$ cat src/rtl/multi_pulse_generator.sv
// multi_pulse_generator: one shared period counter driving N_CHANNELS gated
// outputs, each with its own delay and width inside the period. Supports
// continuous and burst operation. Configuration is captured into shadow
// registers on the run start and at every period boundary.
// Optional feature: define MULTI_PULSE_GENERATOR_POLARITY_EN to add a
// per-channel pulse_polarity input that inverts the matching valid output.
module multi_pulse_generator #(
  parameter int N_CHANNELS         = 2,
  parameter int PULSE_WIDTH_WIDTH  = 8,
  parameter int PULSE_PERIOD_WIDTH = 16,
  parameter int BURST_WIDTH        = 16
) (
  input  logic                                     clk,
  input  logic                                     rst,
  input  logic                                     enable,
  input  logic                                     mode,
  input  logic                                     trigger,
  input  logic [PULSE_PERIOD_WIDTH-1:0]            pulse_period,
  input  logic [BURST_WIDTH-1:0]                   burst_count,
  input  logic [N_CHANNELS*PULSE_PERIOD_WIDTH-1:0] pulse_delay,
  input  logic [N_CHANNELS*PULSE_WIDTH_WIDTH-1:0]  pulse_width,
`ifdef MULTI_PULSE_GENERATOR_POLARITY_EN
  input  logic [N_CHANNELS-1:0]                    pulse_polarity,
`endif
  output logic [N_CHANNELS-1:0]                    valid,
  output logic                                     start,
  output logic [PULSE_PERIOD_WIDTH-1:0]            cnt,
  output logic                                     busy,
  output logic                                     done
);

  localparam int PPW = PULSE_PERIOD_WIDTH;
  localparam int PWW = PULSE_WIDTH_WIDTH;
  localparam int BW  = BURST_WIDTH;

  localparam logic [0:0] IDLE = 1'b0;
  localparam logic [0:0] RUN  = 1'b1;

  localparam logic [PPW-1:0] PERIOD_ONE = PPW'(1);
  localparam logic [BW-1:0]  BURST_ONE  = BW'(1);

  logic [0:0]                state;
  logic [PPW-1:0]            counter;
  logic [BW-1:0]             period_num;
  logic [PPW-1:0]            period_sh;
  logic [BW-1:0]             burst_sh;
  logic [N_CHANNELS*PPW-1:0] delay_sh;
  logic [N_CHANNELS*PWW-1:0] width_sh;
  logic                      mode_sh;

  logic [PPW-1:0]            period_eff;
  logic                      at_wrap;
  logic [BW:0]               periods_next;
  logic                      burst_last;
  logic                      run_start;
  logic                      run_stop;
  logic                      load_first;
  logic                      load_shadow;
  logic [N_CHANNELS-1:0]     in_window;
  logic [N_CHANNELS-1:0]     run_pol;
  logic [N_CHANNELS-1:0]     idle_pol;

  // A programmed period of zero behaves like a one-cycle period
  assign period_eff   = (period_sh == '0) ? PERIOD_ONE : period_sh;
  assign at_wrap      = (counter == (period_eff - PERIOD_ONE));
  assign periods_next = {1'b0, period_num} + {{BW{1'b0}}, 1'b1};
  assign burst_last   = (periods_next >= {1'b0, burst_sh});

  assign run_start   = enable && (!mode || (trigger && (burst_count != '0)));
  assign run_stop    = !enable || (mode_sh && burst_last);
  assign load_first  = (state == IDLE) && run_start;
  assign load_shadow = load_first || ((state == RUN) && at_wrap);

  // The delay + width end point is one bit wider than the counter so it never wraps
  for (genvar i = 0; i < N_CHANNELS; i++) begin : g_window
    logic [PPW-1:0] ch_delay;
    logic [PPW:0]   ch_end;
    assign ch_delay     = delay_sh[i*PPW +: PPW];
    assign ch_end       = {1'b0, ch_delay} + {{(PPW+1-PWW){1'b0}}, width_sh[i*PWW +: PWW]};
    assign in_window[i] = (counter >= ch_delay) && ({1'b0, counter} < ch_end);
  end

`ifdef MULTI_PULSE_GENERATOR_POLARITY_EN
  logic [N_CHANNELS-1:0] polarity_sh;

  // Polarity is shadowed at the same instants as the rest of the configuration
  always_ff @(posedge clk) begin
    if (rst) begin
      polarity_sh <= '0;
    end else if (load_shadow) begin
      polarity_sh <= pulse_polarity;
    end
  end

  assign run_pol  = polarity_sh;
  assign idle_pol = pulse_polarity;
`else
  assign run_pol  = '0;
  assign idle_pol = '0;
`endif

  // Run/idle sequencing, the in-period counter and the completed-period count
  always_ff @(posedge clk) begin
    if (rst) begin
      state      <= IDLE;
      counter    <= '0;
      period_num <= '0;
    end else begin
      case (state)
        IDLE: begin
          if (run_start) begin
            state      <= RUN;
            counter    <= '0;
            period_num <= '0;
          end
        end
        default: begin
          if (at_wrap) begin
            counter    <= '0;
            period_num <= period_num + BURST_ONE;
            if (run_stop) begin
              state <= IDLE;
            end
          end else begin
            counter <= counter + PERIOD_ONE;
          end
        end
      endcase
    end
  end

  // Shadow configuration; mode is only captured when a run begins
  always_ff @(posedge clk) begin
    if (rst) begin
      period_sh <= '0;
      burst_sh  <= '0;
      delay_sh  <= '0;
      width_sh  <= '0;
      mode_sh   <= 1'b0;
    end else begin
      if (load_shadow) begin
        period_sh <= pulse_period;
        burst_sh  <= burst_count;
        delay_sh  <= pulse_delay;
        width_sh  <= pulse_width;
      end
      if (load_first) begin
        mode_sh <= mode;
      end
    end
  end

  // Registered outputs, one cycle behind the internal counter
  always_ff @(posedge clk) begin
    if (rst) begin
      valid <= idle_pol;
      start <= 1'b0;
      cnt   <= '0;
      busy  <= 1'b0;
      done  <= 1'b0;
    end else if (state == RUN) begin
      valid <= in_window ^ run_pol;
      start <= (counter == '0);
      cnt   <= counter;
      busy  <= 1'b1;
      done  <= at_wrap && run_stop && mode_sh;
    end else begin
      valid <= idle_pol;
      start <= 1'b0;
      cnt   <= '0;
      busy  <= 1'b0;
      done  <= 1'b0;
    end
  end

endmodule

$ cat config.mk
export PLATFORM = sky130hd
export DESIGN_NAME = multi_pulse_generator
export DESIGN_NICKNAME = d
export VERILOG_FILES = /design/src/rtl/multi_pulse_generator.sv
export SDC_FILE = /design/constraint.sdc
export NUM_CORES = 1
export LEC_CHECK = 0
export ABC_AREA = 1
export BUFFER_PORTS_ARGS = -buffer_cell sky130_fd_sc_hd__buf_2
export CORE_ASPECT_RATIO = 1.1
export CORE_MARGIN = 2
export CORE_UTILIZATION = 45
export DETAILED_ROUTE_END_ITERATION = 7
export GPL_TIMING_DRIVEN = 0
export SLEW_MARGIN = 20
export SYNTH_ARGS = -nofsm -noshare
export SYNTH_HDL_FRONTEND = slang
export SYNTH_SLANG_ARGS = --single-unit
$ cat constraint.sdc
create_clock -name clk -period 4.63 [get_ports clk]
set_input_delay 0.926 -clock clk [delete_from_list [all_inputs] [get_ports clk]]
set_output_delay 0.926 -clock clk [all_outputs]
set_load 0.05 [all_outputs]
# --- After elaboration in Yosys (flattened, before gate mapping) ---
# Index checks and enable logic that the tools add are counted.
word_totals:
  ff_bits: 135
  latch_bits: 0
  ramBits: 0
  romBits: 0
  inputBits: 85
  output_inout_bits: 21
  memories: 0
classes:
  n_addsub: 6
  n_mul: 0
  div_mod_pow: 0
  n_lt_le_gt_ge: 5
  n_eq_ne: 2
  shift: 0
  n_mux: 11
  bitwise_logic: 1
  n_reduce_logical: 20
ops:
  columns: ["operator", "count"]
  rows:
  - ["16-bit 2-to-1 mux", 6]
  - ["16-bit by 8-bit adder with 17-bit output", 2]
  - ["16-bit by 17-bit < comparator with 1-bit output", 2]
  - ["16-bit by 1-bit adder with 16-bit output (second input constant)", 2]
  - ["16-bit greater-or-equal comparator", 2]
  - ["16-bit zero test", 2]
  - ["16-bit by 1-bit adder with 17-bit output (second input constant)", 1]
  - ["17-bit by 16-bit greater-or-equal comparator with 1-bit output", 1]
  - ["16-bit equality test", 1]
  - ["16-bit nonzero test", 1]
  - ["16-bit by 1-bit subtractor with 16-bit output (second input constant)", 1]
  - ["1-bit logical AND", 9]
  - ["1-bit 2-to-1 mux", 5]
  - ["1-bit logical OR", 3]
  - ["1-bit zero test", 2]
  - ["2-bit by 1-bit inequality test with 1-bit output (second input constant)", 1]
  - ["2-bit AND reduction", 1]
  - ["2-bit nonzero test", 1]
  - ["2-bit OR reduction", 1]
  - ["1-bit inverter", 1]

# --- Depth between registers and ports, before layout ---
logic_depth:
  ltp_word: 7
  ltp_mapped: 24
  depth_no_buf: 21

# --- Worst setup path before layout ---
# Ideal clock, no wire load.
synth_path:
  path_type: "register to register"
  startpoint: "register period_sh[8]"
  endpoint: "register period_num[0]"
  setup_time_ns: 0.114
  arrival_ns: 2.626
  path_slack_ns: 1.890
  stages_incl_launch_ff: 21
  path_buffers: 3
  synth_period_minus_slack_ns: 2.740
  cell_sequence: "dfxtp_1 nor2_4 nand2_1 nor2_4 nand2_2 buf_6 nand2_1 inv_1 ha_1 nand2_2 xor2_1 or2_2 nand2_1 nor2_1 nand3_1 nor2_4 nand3_4 buf_2 buf_2 a21oi_1 nor2_1"
synth_between:
  elab_chain_cells: 6
synth_lines:
  columns: ["element", "line_no", "source"]
  rows:
  - ["from (decl)", "45", "logic [PPW-1:0] period_sh;"]
  - ["from (signal assigned)", "142", "period_sh <= pulse_period;"]
  - ["16-bit zero test", "64", "assign period_eff = (period_sh == '0) ? PERIOD_ONE : period_sh;"]
  - ["16-bit 2-to-1 mux *", "64", null]
  - ["16-bit by 1-bit subtractor with 16-bit output *", "65", "assign at_wrap = (counter == (period_eff - PERIOD_ONE));"]
  - ["16-bit equality test *", "65", null]
  - ["2-bit by 1-bit inequality test with 1-bit output (no line) *", null, null]
  - ["2-bit AND reduction (no line) *", null, null]
  - ["to (signal assigned)", "120", "period_num <= period_num + BURST_ONE;"]
  - ["to (decl)", "44", "logic [BW-1:0] period_num;"]
# Mark *: on every way between the ends. The rest lies on a longest branch, timed or not.
# A chain may end at the register's enable or synchronous reset.

# --- Worst setup path in the final report ---
layout_path:
  startpoint: "register period_sh[4]"
  endpoint: "register delay_sh[13]"
layout_between:
  elab_chain_cells: 6
layout_lines:
  columns: ["element", "line_no", "source"]
  rows:
  - ["16-bit zero test", "64", null]
  - ["16-bit 2-to-1 mux *", "64", null]
  - ["16-bit by 1-bit subtractor with 16-bit output *", "65", null]
  - ["16-bit equality test *", "65", null]
  - ["1-bit logical AND *", "72", "assign load_shadow = load_first || ((state == RUN) && at_wrap);"]
  - ["1-bit logical OR *", "72", null]
  - ["to (signal assigned)", "144", "delay_sh <= pulse_delay;"]
  - ["to (decl)", "47", "logic [N_CHANNELS*PPW-1:0] delay_sh;"]
# Marked as above.

==> results.yml <==
synthesis:
  yosysWarnings: 0
  ys_seq_elements: 135
  ys.flop_type: "dfxtp_1"
  synth_top_area_cell: "dfxtp_1"
  synthTopCellsByCount: "nand2_1 (245), nor2_1 (167), a21oi_1 (161)"
  synth_edf_count: 0
  synth.top_cell.area_share_pct: 29.3
  synth_fp_nets: 1539
  ys_seq_area_share_pct: 29.3
  syn_inst: 1354
  async_reset_ff_share_pct: 0
  yosys-top-cells-area: "dfxtp_1 (29%), ha_1 (13%), nand2_1 (10%)"
  synth_area_mm2: 0.00922
  yosys.cell_types.count: 38
  yosysMostFrequentCell: "nand2_1"
  syn_area_per_cell_um2: 6.81
clocking:
  h-tree-depth: 4
  cts_resized: 0
  clk_pin_slew_ns: 0.07
  holdBufCountCts: 0
  cts_buffers: 17
  cts.sinks: 135
  cts_root_buf: "clkbuf_16"
  clockBufferDepth: 2
  cts_setup_buffers: 0
  clk_latency_ns: 0.43
  cts_tree: "yes"
routing:
  ant_nets: 0
  wl_per_cell_um: 15.2
  vias: 9155
  drt_iter0_drc: 488
  drc_errors: 0
  wirelength_um: 26500
  drt-pass1-iter-count: 5
  via_per_inst: 5.26
critical_path:
  crit_slowest_cell: "dfxtp_1"
  arrival_ns: 3.82
  cp.required_ns: 4.93
  cp-start-kind: "flip-flop"
  rr_worst_depth: 22
  critPathMaxFanout: 10
  reg2reg_slack_ns: 1.11
  end_kind: "flip-flop"
  cp-startpoint: "period_sh[4]$_SDFFE_PP0P_"
  reg2reg_from: "period_sh[4]$_SDFFE_PP0P_"
  cp_common_cell: "nand2_1"
  crit_chain: "nor2_1, nand2_1, nor2_4, nand2_2, buf_6, nand2_1, inv_1, ha_1, nand2_2, nor2_1, nand2_1, nand2_1, nand3_1, nand2_1, nor2_1, nand3_1, nor2_4, nand3_4, buf_6, buf_2, a21oi_1, nor2_1"
  critical-path-max-stage-delay_ns: 0.36
  critPathKind: "flip-flop to flip-flop"
timing:
  period_needed_ns: 3.52
  setup-violations-final: 0
  fin_worst_skew_ns: 0.0120
  post-route-period-util_pct: 75.9
  hold_violations: 0
  fmax_mhz: 284
  relSlewSlack_pct: 38.3
  worstMarginPinSlew_ns: 0.926
  drv_slew: 0
  rsz0062_at_grt: "false"
  setup_tns_ns: 0
global_route:
  grt_usage_pct: 24.8
  grt_pass1_wl_um: 42700
  antenna_found_initial: 0
  grt_max_degree: 17
  grt-ovfl-total: 0
  grt_pass1_vias: 8539
cells_and_area:
  final_cells: 1742
  synthToLayoutAreaGrowth_pct: 15.2
  design_area_mm2: 0.0106
  fill_cells: 2075
  n_antenna_cell: 0
  layout.nets: 1662
  drive_gt1_share_pct: 11.0
die:
  die_x_um: 141
  io_pins: 106
  chipHeight_um: 154
  rows: 54
  dieArea_mm2: 0.0217
  initial_core_util_pct: 46.1
  coreArea_mm2: 0.0200
status:
  status: "finished clean"
pwr:
  leakage_nw: 5.17
  p_per_area_mw_per_mm2: 305
  peakVddDrop_v: 0.000227
worst_hold_path:
  holdPathStages: 2
  holdCritPathClass: "flip-flop to flip-flop"
  min_from: "mode_sh$_SDFFE_PP0P_"
placed_design:
  port-buffer-count: 104
  dp_hpwl_um: 20900
  placed_cell_area_mm2: 0.0101
  routabilityCongestion: 0.907
  dpl.cell_count: 1710
run:
  cap_violations: 0
## layer usage
| layer | part of all wire [%] | up-vias | wire [um] | track usage [%] |
|---|---|---|---|---|
| li1 | - | 4746 | - | - |
| met1 | 48 | 4139 | 12700 | 33.1 |
| met2 | 45 | 222 | 12100 | 40.9 |
| met3 | 4.1 | 48 | 1100 | 3.24 |
| met4 | 2.6 | 0 | 691 | 9.33 |
| met5 | 0 | - | 0 | 0 |
## through the flow
| stage | power [mW] | util [%] | setup slack [ns] | hold slack [ns] |
|---|---|---|---|---|
| CTS | 3.28 | 53.2 | 1.10 | 0.464 |
| finish | 3.25 | 53.2 | 1.11 | 0.469 |
| global route | 3.43 | 53.2 | 0.806 | 0.481 |
| detailed placement | 1.94 | 50.3 | 1.13 | 0.454 |
| global placement | 1.93 | 50.3 | 1.15 | 0.448 |
| floorplan | 1.76 | - | 1.89 | 0.434 |
## worst paths after layout
path | to
setup / recovery | delay_sh[13]$_SDFFE_PP0P_
hold / removal | mode_sh$_SDFFE_PP0P_
setup reg to reg | delay_sh[13]$_SDFFE_PP0P_
hold reg to reg | mode_sh$_SDFFE_PP0P_
## report_power, final
group          leakage [nW]  switching [mW]  internal (mW)
registers              1.11          0.0422           1.22
clock network         0.282           0.575          0.751
logic                  3.78           0.409          0.245
total                  5.17            1.03           2.22
## flip-flops by register name, indices dropped and copies added, names as in the netlist
register	flops
valid	2
period_sh	16
start	1
period_num	16
state	1
width_sh	16
done	1
delay_sh	32
cnt	16
mode_sh	1
busy	1
burst_sh	16
counter	16
## cell families after synthesis
kind of cell / Yosys count / synth area share [%]
buf+inv: 211 / 9.13
simple gates: 650 / 31.2
flops: 135 / 29.3
xor+xnor: 51 / 4.99
fa+ha+maj: 100 / 13.7
compound gates: 207 / 11.6
## cell type report
| class | count | area (um^2) | area share [%] |
|---|---|---|---|
| plain buffers | 60 | 275 | 2.59 |
| clock buffers | 17 | 425 | 4.00 |
| clock inverters | 15 | 145 | 1.37 |
| inverters | 151 | 567 | 5.33 |
| multi-input cells | 1008 | 5680 | 53.4 |
| flip-flops and latches | 135 | 2700 | 25.4 |
| well taps | 252 | 315 | 2.97 |
| repair buffers | 104 | 520 | 4.90 |
## placed cells by master, fill, tap and decap left out, types with 18 or more instances in the layout
master,synthesis,layout
dfxtp_1,135,135
nor2_1,167,167
nand4_1,44,44
xor2_1,39,39
nand2_1,245,245
nor3_1,18,18
o21ai_0,30,30
a21oi_1,161,161
inv_1,150,150
ha_1,98,98
buf_2,10,114
nand3_1,148,148
clkbuf_1,37,37
## worst max-delay path: cells and delay by family (launching register included)
kind	cells	cell delay (ns)
compound gates	1	0.29
simple gates	16	1.90
flops	1	0.36
fa+ha+maj	1	0.22
buf+inv	4	0.59
No activity file was read; power rests on OpenSTA's default activity.
